`src/rtl/conv_layer_scheduler_pkg.sv`:
```
// Shared types and defaults for the conv/pool layer scheduler.
package conv_layer_scheduler_pkg;

   typedef enum logic [2:0] {
      IDLE,
      FETCH,
      WAIT_W,
      DISPATCH,
      DRAIN,
      FINISH
   } sched_state_t;

   // Default layer geometry shared with the conv/pool layers.
   localparam int DEF_IC        = 4;
   localparam int DEF_OC        = 8;
   localparam int DEF_NUM_CORES = 2;
   localparam int DEF_POOL_SIZE = 14;

   // Index width for n items, never narrower than one bit.
   function automatic int idx_w(input int n);
      return (n <= 1) ? 1 : $clog2(n);
   endfunction

endpackage

```
`src/rtl/conv_layer_scheduler_if.sv`:
```
// Weight RAM, core array and result buffer signals of one layer scheduler.
interface conv_layer_scheduler_if
   import conv_layer_scheduler_pkg::*;
#(
   parameter int IC        = DEF_IC,
   parameter int OC        = DEF_OC,
   parameter int NUM_CORES = DEF_NUM_CORES,
   parameter int POOL_SIZE = DEF_POOL_SIZE
);
   localparam int WW = IC * 9;
   localparam int PB = POOL_SIZE * POOL_SIZE;
   localparam int AW = idx_w(OC);

   logic                          wt_rd_en;
   logic [AW-1:0]                 wt_addr;
   logic [WW-1:0]                 wt_data;
   logic [NUM_CORES-1:0]          core_go;
   logic [NUM_CORES-1:0][WW-1:0]  core_wt;
   logic [NUM_CORES-1:0]          core_done;
   logic [NUM_CORES-1:0][PB-1:0]  core_res;
   logic                          res_we;
   logic [AW-1:0]                 res_addr;
   logic [PB-1:0]                 res_data;

   modport master (
      output wt_rd_en, wt_addr,
      input  wt_data,
      output core_go, core_wt,
      input  core_done, core_res,
      output res_we, res_addr, res_data
   );

   modport slave (
      input  wt_rd_en, wt_addr,
      output wt_data,
      input  core_go, core_wt,
      output core_done, core_res,
      input  res_we, res_addr, res_data
   );

endinterface

```
`src/rtl/conv_layer_scheduler_slot.sv`:
```
// One core slot: request level, channel tag and the weight held for the core.
module conv_core_slot #(
   parameter int WW = 36,
   parameter int AW = 3
) (
   input  logic          clk,
   input  logic          rst_n,
   input  logic          load,
   input  logic          clr,
   input  logic [WW-1:0] wt_in,
   input  logic [AW-1:0] tag_in,
   input  logic          core_done,
   output logic          go,
   output logic [AW-1:0] tag,
   output logic [WW-1:0] wt,
   output logic          idle
);

   // A slot is reusable only once the core has also dropped its done level.
   assign idle = !go && !core_done;

   // Load raises go with its weight and tag together; collection drops go.
   always_ff @(posedge clk or negedge rst_n) begin
      if (!rst_n) begin
         go  <= 1'b0;
         tag <= '0;
         wt  <= '0;
      end else if (load) begin
         go  <= 1'b1;
         tag <= tag_in;
         wt  <= wt_in;
      end else if (clr) begin
         go  <= 1'b0;
      end
   end

endmodule

```
`src/rtl/conv_layer_scheduler.sv`:
```
// Sequences one Conv2d+MaxPool2d layer over a pool of shared cores: fetches
// per-channel weights, dispatches to idle cores, collects results in any order.
module conv_layer_scheduler
   import conv_layer_scheduler_pkg::*;
#(
   parameter int IC        = DEF_IC,
   parameter int OC        = DEF_OC,
   parameter int NUM_CORES = DEF_NUM_CORES,
   parameter int POOL_SIZE = DEF_POOL_SIZE
) (
   input  logic                   clk,
   input  logic                   rst_n,
   input  logic                   start,
   output logic                   busy,
   output logic                   done,
   conv_layer_scheduler_if.master bus
);
   localparam int WW = IC * 9;
   localparam int PB = POOL_SIZE * POOL_SIZE;
   localparam int AW = idx_w(OC);
   localparam int KW = idx_w(NUM_CORES);
   localparam int NW = $clog2(OC + 1);

   sched_state_t                  state;
   logic [NW-1:0]                 next_oc;
   logic [KW-1:0]                 sel_k;
   logic [KW-1:0]                 idle_k;
   logic [KW-1:0]                 coll_k;
   logic                          coll_hit;
   logic                          coll_en;
   logic                          rd_en;
   logic [AW-1:0]                 rd_addr;
   logic                          we;
   logic [AW-1:0]                 waddr;
   logic [PB-1:0]                 wdata;
   logic [NUM_CORES-1:0]          slot_go;
   logic [NUM_CORES-1:0]          slot_idle;
   logic [NUM_CORES-1:0]          slot_load;
   logic [NUM_CORES-1:0]          slot_clr;
   logic [NUM_CORES-1:0][AW-1:0]  slot_tag;
   logic [NUM_CORES-1:0][WW-1:0]  slot_wt;

   assign bus.wt_rd_en = rd_en;
   assign bus.wt_addr  = rd_addr;
   assign bus.core_go  = slot_go;
   assign bus.core_wt  = slot_wt;
   assign bus.res_we   = we;
   assign bus.res_addr = waddr;
   assign bus.res_data = wdata;

   // Collection is live in every non-IDLE state, in parallel with dispatch.
   assign coll_en = coll_hit && (state != IDLE);

   // Lowest-index priority encoders: idle slot for dispatch, finished slot for collection.
   always_comb begin
      idle_k   = '0;
      coll_k   = '0;
      coll_hit = 1'b0;
      for (int k = NUM_CORES - 1; k >= 0; k--) begin
         if (slot_idle[k]) idle_k = KW'(k);
         if (slot_go[k] && bus.core_done[k]) begin
            coll_k   = KW'(k);
            coll_hit = 1'b1;
         end
      end
   end

   // Per-slot load and clear strobes decoded from the selected indices.
   always_comb begin
      slot_load = '0;
      slot_clr  = '0;
      for (int k = 0; k < NUM_CORES; k++) begin
         slot_load[k] = (state == DISPATCH) && (sel_k == KW'(k));
         slot_clr[k]  = coll_en && (coll_k == KW'(k));
      end
   end

   for (genvar k = 0; k < NUM_CORES; k++) begin : g_slot
      conv_core_slot #(
         .WW (WW),
         .AW (AW)
      ) u_slot (
         .clk       (clk),
         .rst_n     (rst_n),
         .load      (slot_load[k]),
         .clr       (slot_clr[k]),
         .wt_in     (bus.wt_data),
         .tag_in    (next_oc[AW-1:0]),
         .core_done (bus.core_done[k]),
         .go        (slot_go[k]),
         .tag       (slot_tag[k]),
         .wt        (slot_wt[k]),
         .idle      (slot_idle[k])
      );
   end

   // Layer sequencer. The read issued in FETCH returns during DISPATCH, which is
   // where the chosen slot captures the weight and raises go in the same edge.
   always_ff @(posedge clk or negedge rst_n) begin
      if (!rst_n) begin
         state   <= IDLE;
         busy    <= 1'b0;
         done    <= 1'b0;
         rd_en   <= 1'b0;
         rd_addr <= '0;
         next_oc <= '0;
         sel_k   <= '0;
      end else begin
         done  <= 1'b0;
         rd_en <= 1'b0;
         case (state)
            IDLE: begin
               if (start) begin
                  next_oc <= '0;
                  busy    <= 1'b1;
                  state   <= FETCH;
               end
            end
            FETCH: begin
               if (|slot_idle) begin
                  rd_en   <= 1'b1;
                  rd_addr <= next_oc[AW-1:0];
                  state   <= WAIT_W;
               end
            end
            WAIT_W: begin
               // Nothing can claim an idle slot before DISPATCH, so this pick holds.
               sel_k <= idle_k;
               state <= DISPATCH;
            end
            DISPATCH: begin
               next_oc <= next_oc + 1'b1;
               state   <= (int'(next_oc) + 1 < OC) ? FETCH : DRAIN;
            end
            DRAIN: begin
               if (&slot_idle) state <= FINISH;
            end
            FINISH: begin
               done  <= 1'b1;
               busy  <= 1'b0;
               state <= IDLE;
            end
            default: state <= IDLE;
         endcase
      end
   end

   // Registered single-cycle result write for the collected slot.
   always_ff @(posedge clk or negedge rst_n) begin
      if (!rst_n) begin
         we    <= 1'b0;
         waddr <= '0;
         wdata <= '0;
      end else begin
         we <= coll_en;
         if (coll_en) begin
            waddr <= slot_tag[coll_k];
            wdata <= bus.core_res[coll_k];
         end
      end
   end

endmodule

```
`src/flat_wrapper.sv`:
```
// flat-port wrapper written by rule: the top's interface ports become plain ports
module conv_layer_scheduler_flat import conv_layer_scheduler_pkg::*;
#(
   parameter int IC        = DEF_IC,
   parameter int OC        = DEF_OC,
   parameter int NUM_CORES = DEF_NUM_CORES,
   parameter int POOL_SIZE = DEF_POOL_SIZE
)
  (clk, rst_n, start, busy, done, bus_wt_rd_en, bus_wt_addr, bus_wt_data, bus_core_go, bus_core_wt, bus_core_done, bus_core_res, bus_res_we, bus_res_addr, bus_res_data);
  conv_layer_scheduler_if #(.IC(IC), .OC(OC), .NUM_CORES(NUM_CORES), .POOL_SIZE(POOL_SIZE)) bus_i ();
  input  logic clk;
  input  logic rst_n;
  input  logic start;
  output logic busy;
  output logic done;
  output wire logic [$bits(bus_i.wt_rd_en)-1:0] bus_wt_rd_en;
  output wire logic [$bits(bus_i.wt_addr)-1:0] bus_wt_addr;
  input wire logic [$bits(bus_i.wt_data)-1:0] bus_wt_data;
  output wire logic [$bits(bus_i.core_go)-1:0] bus_core_go;
  output wire logic [$bits(bus_i.core_wt)-1:0] bus_core_wt;
  input wire logic [$bits(bus_i.core_done)-1:0] bus_core_done;
  input wire logic [$bits(bus_i.core_res)-1:0] bus_core_res;
  output wire logic [$bits(bus_i.res_we)-1:0] bus_res_we;
  output wire logic [$bits(bus_i.res_addr)-1:0] bus_res_addr;
  output wire logic [$bits(bus_i.res_data)-1:0] bus_res_data;
  assign bus_wt_rd_en = bus_i.wt_rd_en;
  assign bus_wt_addr = bus_i.wt_addr;
  assign bus_i.wt_data = bus_wt_data;
  assign bus_core_go = bus_i.core_go;
  assign bus_core_wt = bus_i.core_wt;
  assign bus_i.core_done = bus_core_done;
  assign bus_i.core_res = bus_core_res;
  assign bus_res_we = bus_i.res_we;
  assign bus_res_addr = bus_i.res_addr;
  assign bus_res_data = bus_i.res_data;
  conv_layer_scheduler #(.IC(IC), .OC(OC), .NUM_CORES(NUM_CORES), .POOL_SIZE(POOL_SIZE)) u_core (.clk(clk), .rst_n(rst_n), .start(start), .busy(busy), .done(done), .bus(bus_i));
endmodule
```
`config.mk`:
```
export PLATFORM = sky130hd
export DESIGN_NAME = conv_layer_scheduler_flat
export DESIGN_NICKNAME = d
export VERILOG_FILES = /design/src/rtl/conv_layer_scheduler_pkg.sv /design/src/rtl/conv_layer_scheduler_if.sv /design/src/rtl/conv_layer_scheduler_slot.sv /design/src/rtl/conv_layer_scheduler.sv /design/src/flat_wrapper.sv
export SDC_FILE = /design/constraint.sdc
export NUM_CORES = 1
export LEC_CHECK = 0
export ABC_AREA = 1
export BUFFER_PORTS_ARGS = -buffer_cell sky130_fd_sc_hd__buf_4
export CORE_AREA = 3 3 279 281
export DETAILED_ROUTE_END_ITERATION = 6
export DIE_AREA = 0 0 282 284
export HOLD_SLACK_MARGIN = 0.02
export PLACE_DENSITY_LB_ADDON = 0.2
export SETUP_SLACK_MARGIN = 0.1
export SLEW_MARGIN = 20
export SYNTH_ARGS = -nofsm -noshare
export SYNTH_HDL_FRONTEND = slang
export SYNTH_SLANG_ARGS = --single-unit
export TNS_END_PERCENT = 5
```
`constraint.sdc`:
```
create_clock -name clk -period 1.8 [get_ports clk]
set_clock_uncertainty 0.1 [all_clocks]
set_input_delay 0.27 -clock clk [delete_from_list [all_inputs] [get_ports clk]]
set_output_delay 0.27 -clock clk [all_outputs]
set_load 0.01 [all_outputs]
```
==> results of run 1 <==
[power breakdown]
part / leakage, nW / switching, W / internal [W]
clock: 0.577 / 0.00300 / 0.00441
combinational: 8.82 / 0.00971 / 0.00944
sequential: 3.59 / 0.00195 / 0.00995
total: 13.0 / 0.0147 / 0.0238
[through the flow]
step / power, W / setup TNS, ns / hold WS [ns] / std cells
after floorplan: 0.01895 / 0 / -0.1256 / 1449
after global placement: 0.02824 / -1.191 / 0.1188 / 3124
after detailed placement: 0.02836 / -1.003 / 0.1191 / 3124
after CTS: 0.03744 / 0 / 0.06265 / 3634
after global routing: 0.04130 / -2.295 / 0.1122 / 3652
final: 0.03846 / 0 / 0.1105 / 3652
[worst register-to-register path, cell delays in order (launching register included)]
cell and delay [ns]:
dfrtp_1 0.40, nor2_2 0.16, nand2_2 0.11, o21ai_4 0.08, buf_6 0.12, a21oi_4 0.04, buf_12 0.15, buf_16 0.15
clkbuf_16 0.21, nand2_1 0.06, nand3_1 0.09
[flip-flops by register name, indices dropped and copies added (netlist names)]
name,count
u_core.bus.res_addr,3
u_core.bus.res_data,196
u_core.bus.res_we,1
u_core.bus.wt_addr,3
u_core.bus.wt_rd_en,1
u_core.busy,1
u_core.done,1
u_core.g_slot.u_slot.go,2
u_core.g_slot.u_slot.tag,6
u_core.g_slot.u_slot.wt,72
u_core.next_oc,4
u_core.sel_k,1
u_core.state,3
[cells in the mapped netlist, drive strengths merged]
cell    instances  area [sq um]
inv            56         210.2
nand4           2         12.51
nand2         700          2633
nand3         203          1016
o21ai          91         455.4
buf            72         382.9
a21oi           2         10.01
nor2            9         33.78
ha              1         12.51
dfrtp         294          7357
o32ai           1         8.760
nor3            4         25.02
nand3b          2         15.01
clkbuf         12         45.04
[per-layer routing]
layer / vias up / global-route usage (%) / part of all wire, %
met2: 559 / 24.93 / 50
met3: 106 / 3.603 / 6.9
met4: 0 / 4.509 / 3.0
met1: 6948 / 16.02 / 40
li1: 6990 / - / -
met5: - / 0 / 0
[timing repair]
| action | CTS | global route |
|---|---|---|
| buffers inserted | 13 | 6 |
| resized for setup | 17 | 160 |
| pin swaps | 3 | 24 |
| gates cloned | 3 | 10 |
| setup endpoints to repair | 196 | 283 |
| hold endpoints to repair | 494 | 0 |
| hold buffers | 431 | 0 |
[final timing paths]
kind | end | depth (start not counted)
hold / removal | u_core.state[1] | 6
setup / recovery | u_core.bus.res_data[60] | 10
hold reg to reg | u_core.g_slot[1].u_slot.wt[8] | 2
min in group asynchronous | u_core.bus.res_data[44] | 2
max in group asynchronous | u_core.g_slot[0].u_slot.wt[9] | 3
setup reg to reg | u_core.bus.res_data[60] | 10
[kinds of logic (layout without fill, tap and decap cells)]
| group | Yosys count | in the layout | synth area share [%] |
|---|---|---|---|
| and+or+nand+nor | 920 | 920 | 30.57 |
| DFF | 294 | 294 | 60.22 |
| buffers and inverters | 140 | 1363 | 5.223 |
| AOI/OAI and AO/OA | 94 | 94 | 3.882 |
| adders and majority gates | 1 | 1 | 0.1024 |
| other | 0 | 2 | 0 |
[area by class of cell]
| class | instances | area, sq um | share of cell area, % |
|---|---|---|---|
| Clock inverter | 11 | 131.4 | 0.5084 |
| Clock buffer | 52 | 1064 | 4.116 |
| Inverter | 56 | 210.2 | 0.8134 |
| Tap cell | 978 | 1224 | 4.735 |
| Timing Repair Buffer | 1244 | 11080 | 42.89 |
| Sequential cell | 294 | 7357 | 28.47 |
| Multi-Input combinational cell | 1015 | 4767 | 18.45 |
| Antenna cell | 2 | 5.005 | 0.01937 |
==> results.md, run 1 <==
* Result of the run: finished clean
* CTS H-tree lvls at 2
* DIE AREA at 0.08009 sq mm
* Critical path class: flip-flop to flip-flop
* Initial antenna violation count at 3
* Number of buffers added by the clock tree synthesis step at 38
* Vias at 14,603
* Slew margin rel. at 70.57%
* CP max stage delay at roughly 0.40 ns
* Number of sinks handled by clock tree synthesis at about 300
* Maximum number of pins on one net before global-route repair at 79
* Vertical die dimension at 284 microns
* Number of unique standard cell types used by synthesis at 20
* Hold Fails Final Rpt at 0
* Start point of the worst hold path: bus_core_done[0]
* Slew at the pin closest to its max-slew limit at roughly 0.44 ns
* Global-route wire length before repair at 87.83 mm
* Vias per cell at around 4.0
* Vias in the first global route at roughly 15,000
* Portion of the clock cycle consumed by the worst path in the final layout at 99.95%
* Die boundary width at 282 microns
* Endpoint type of the worst setup path: flip-flop
* WP data required at about 2.1 ns
* Worst setup startpoint: u_core.state[0]
* Maximum capacitance violations at 0
* Slack of the critical path at between 0.0009 and 0.001 ns
* Number of iterations in the first detailed-routing pass at 5
* Largest delay contributor family on the critical path: buffers and inverters
* Worst slack at placement at -0.05664 ns
* Worst-Skew Late Latency at ~0.55 ns
* Worst hold-check path type: input pin to flip-flop
* Share of the yosys chip area belonging to registers at ~60%
* Maximum buffer depth of the clock tree at 3
* Remaining antenna violation count at 0
* Routed len/inst at 16.75 microns
* Register bit total from synthesis at approximately 290
* Growth of design area from synthesis to finish at 111.5%
* Critical Path AT at roughly 2.1 ns
* Highest net fanout along the worst path at 17
* Critical Path Slowest Stage Cell: dfrtp_1
* Reg2reg setup slack at 0.0009 ns
* Cells traversed along the worst timing path: nor2_2 -> nand2_2 -> o21ai_4 -> buf_6 -> a21oi_4 -> buf_12 -> buf_16 -> clkbuf_16 -> nand2_1 -> nand3_1
* Routed Wire Length at 61.16 mm
* Gate count of the mapped netlist at 1,449
* Post-layout util at 34.14%
* Post-Synthesis Net Count at 1,883
* Leakage power summed over all cells at roughly 13 nW
* Residual DRC at 0
* Total count of max-transition violations in the final report at 0
* Post-Layout Inst Area at 0.02584 sq mm
* Initial core utilization at 16.14%
* CTS tree: built
* Element type at the critical path start: flip-flop
* First DRT Iteration DRCs at 593
* Average size of a mapped cell at 8.431 sq um
* Placer's final routability congestion estimate at between 0.8 and 0.9
* Floorplan core area at between 0.07 and 0.08 sq mm
* Cell area after placement at approximately 0.019 sq mm
* Clock slew at reported path FFs at 0.05 ns
* Post-synthesis cell area at 0.01222 sq mm
* Most common cell after layout, fill and taps aside: buf_4
* Nets@finish at 3,083
* Clock Root Buffer: clkbuf_16
* Global-route congestion overflow total at 0
* Share of cells above drive strength 1 at a little under two fifths
* Overall fraction of global-route tracks in use at 13.92%
* Number of top-level pins at 713
* VDD IR max at 662.0 uV
* PwrDens at 1488 mW/mm^2
* Commonest non-fill, non-tap cells in the layout: buf_4 (757), nand2_1 (638), dlygate4sd3_1 (431), dfrtp_1 (294), nand3_1 (157)
* Setup Viol. Count Final at 0
* Combined buffer and inverter count along the critical path at 4
* Final min period at 1.799 ns
* I/O Buffers at between 700 and 800
* RSZ-0062 raised after global routing: true
* Number of fill cells at ~7,700
* Row cnt at 101
* Highest clock frequency the design can meet at between 0.5 and 0.6 GHz
* DPL Wire Length at between 40 and 50 mm
* R2R Path Start: u_core.state[0]
* Yosys Warn Count at 0
Note: power is estimated with default switching activity, not from simulation.
==> run 2, diff against run 1 <==
==> constraint.sdc (replaced) <==
create_clock -name clk -period 1.8 [get_ports clk]
set_clock_uncertainty 0.1 [all_clocks]
set_input_delay 0 -clock clk [delete_from_list [all_inputs] [get_ports clk]]
set_output_delay 0 -clock clk [all_outputs]
set_load 0.01 [all_outputs]
==> results.md, run 2 (synthesis results as in run 1) <==
* Result of the run: finished clean
* Total count of max-transition violations in the final report at 0
* Share of cells above drive strength 1 at between 30% and 40%
* Met3 wire len at 4.314 mm
* Number of buffers added by the clock tree synthesis step at 39
* Cell count after placement at roughly 3,100
* Met2 routed WL at 30.45 mm
* Placer's final routability congestion estimate at 0.8444
* Setup Viol. Count Final at 0
* Most common cell after layout, fill and taps aside: buf_4
* Vias per cell at 3.961
* Remaining antenna violation count at 0
* Hold Fails Final Rpt at 0
* Leakage power summed over all cells at 12.43 nW
* Number of fill cells at 7,788
* RSZ-0062 raised after global routing: true
* VDD IR max at 799.0 uV
* Register Area at 0.007357 sq mm
* Maximum capacitance violations at 0
* Worst Hold Path Cells at 4
* DIE AREA at 0.08009 sq mm
* PwrDens at 1506 mW/mm^2
* Nets@finish at slightly above 3,000
* Maximum number of pins on one net before global-route repair at 79
* Initial antenna violation count at 3
* Final min period at 1.663 ns
* CTS H-tree lvls at 2
* Largest register FFs at 196
* Growth of design area from synthesis to finish at 105.0%
* Footprint of the multi-input gates at 0.004267 sq mm
* Top Layer Used: met5
* Start point of the worst hold path: bus_core_res[184]
* First DRT Iteration DRCs at 605
* Overall fraction of global-route tracks in use at between 10% and 20%
* I/O Buffers at 712
* Initial core utilization at 16.14%
* WP data required at 2.12 ns
* Critical Path AT at 1.99 ns
* Number of sinks handled by clock tree synthesis at 294
* Clock Root Buffer: clkbuf_16
* Row cnt at between 100 and 150
* Highest net fanout along the worst path at 31
* Element type at the critical path start: flip-flop
* Commonest non-fill, non-tap cells in the layout: buf_4 (747), nand2_1 (694), dlygate4sd3_1 (433), dfrtp_1 (294), nand3_1 (203)
* Vias in the first global route at 15,270
* Number of top-level pins at 713
* Worst-Skew Late Latency at 0.56 ns
* Clock slew at reported path FFs at 0.06 ns
* Vertical die dimension at 284 microns
* Critical path class: flip-flop to flip-flop
* Floorplan core area at approximately 0.076 sq mm
* Endpoint with the worst hold slack: u_core.bus.res_data[184]
* Slew margin rel. at around two thirds
* Worst hold-check path type: input pin to flip-flop
* Total negative slack at 0 ns
* Reg2reg setup slack at 0.14 ns
* Global-route congestion overflow total at 0
* CTS tree: built
* Endpoint of the lowest-slack register-to-register path: u_core.bus.res_data[30]
* Routed Wire Length at 59.70 mm
* Endpoint type of the worst setup path: flip-flop
* Die boundary width at ~280 microns
* DPL Wire Length at approximately 42 mm
* Routed len/inst at 16.47 microns
* Maximum buffer depth of the clock tree at 3
* Global-route wire length before repair at between 80 and 90 mm
* Portion of the clock cycle consumed by the worst path in the final layout at about 90%
* Slew at the pin closest to its max-slew limit at slightly below 0.5 ns
* R2R Path Start: u_core.g_slot[0].u_slot.go
* Finished Layout Cells at roughly 3,600
* Cells on worst reg2reg path at 8
* Met1 WL at 23.37 mm
* Residual DRC at 0
* Highest clock frequency the design can meet at about 0.6 GHz
* Vias at 14,355
* Number of iterations in the first detailed-routing pass at 5
[run 2: what timing repair did]
item                                    in CTS  in global routing
cloned                                       2                  3
resized for setup                            8                  5
pin swaps                                    2                  1
endpoints found under the setup margin     123                230
hold buffers                               433                  0
hold endpoints to repair                   571                  0
setup buffers                                4                  2
[run 2: worst max-delay path: stages (launching register included)]
cell,delay [ns]
dfrtp_1,0.39
nand2_2,0.10
inv_2,0.06
o21ai_4,0.25
a21oi_4,0.07
buf_4,0.15
buf_12,0.15
nand2_1,0.15
nand3_1,0.09
[run 2: worst max path at each step]
stage | from | to | cells after the start
after floorplan | u_core.state[0] | u_core.bus.res_addr[0] | 8
after global placement | u_core.g_slot[1].u_slot.go | u_core.bus.res_data[181] | 8
after detailed placement | u_core.g_slot[1].u_slot.go | u_core.bus.res_data[181] | 8
after CTS | u_core.g_slot[0].u_slot.go | u_core.bus.res_data[186] | 8
after global routing | u_core.state[1] | u_core.g_slot[1].u_slot.wt[8] | 9
final | u_core.g_slot[0].u_slot.go | u_core.bus.res_data[30] | 8
[run 2: layer usage]
metal	track usage, %	up-vias
met5	0	-
met4	4.002	4
met3	3.784	92
met2	25.66	534
met1	15.78	6801
li1	-	6924
[run 2: where the power goes]
group	internal, W	switching (W)
clock network	0.00538	0.00319
registers	0.00995	0.00194
logic	0.00827	0.00899
total	0.0236	0.0141
[run 2: through the flow]
stage	util (%)	area (sq um)	hold WS, ns	worst slack [ns]	total power, W
global placement	25.16	19040	-0.1059	0.06116	0.02810
CTS	32.94	24930	0.03202	0.09338	0.03818
floorplan	-	12220	-0.3956	0.3376	0.01895
detailed placement	25.16	19040	-0.1070	0.03708	0.02828
finish	33.08	25040	0.08097	0.1375	0.03772
global route	33.08	25040	0.07252	0.02648	0.04047
[run 2: area by class of cell]
| type | count | area share (%) |
|---|---|---|
| Sequential cell | 294 | 29.38 |
| Antenna cell | 1 | 0.009992 |
| Clock buffer | 57 | 4.647 |
| Inverter | 56 | 0.8394 |
| Timing Repair Buffer | 1209 | 42.14 |
| Multi-Input combinational cell | 1015 | 17.04 |
| Tap cell | 978 | 4.886 |
| Clock inverter | 14 | 1.064 |
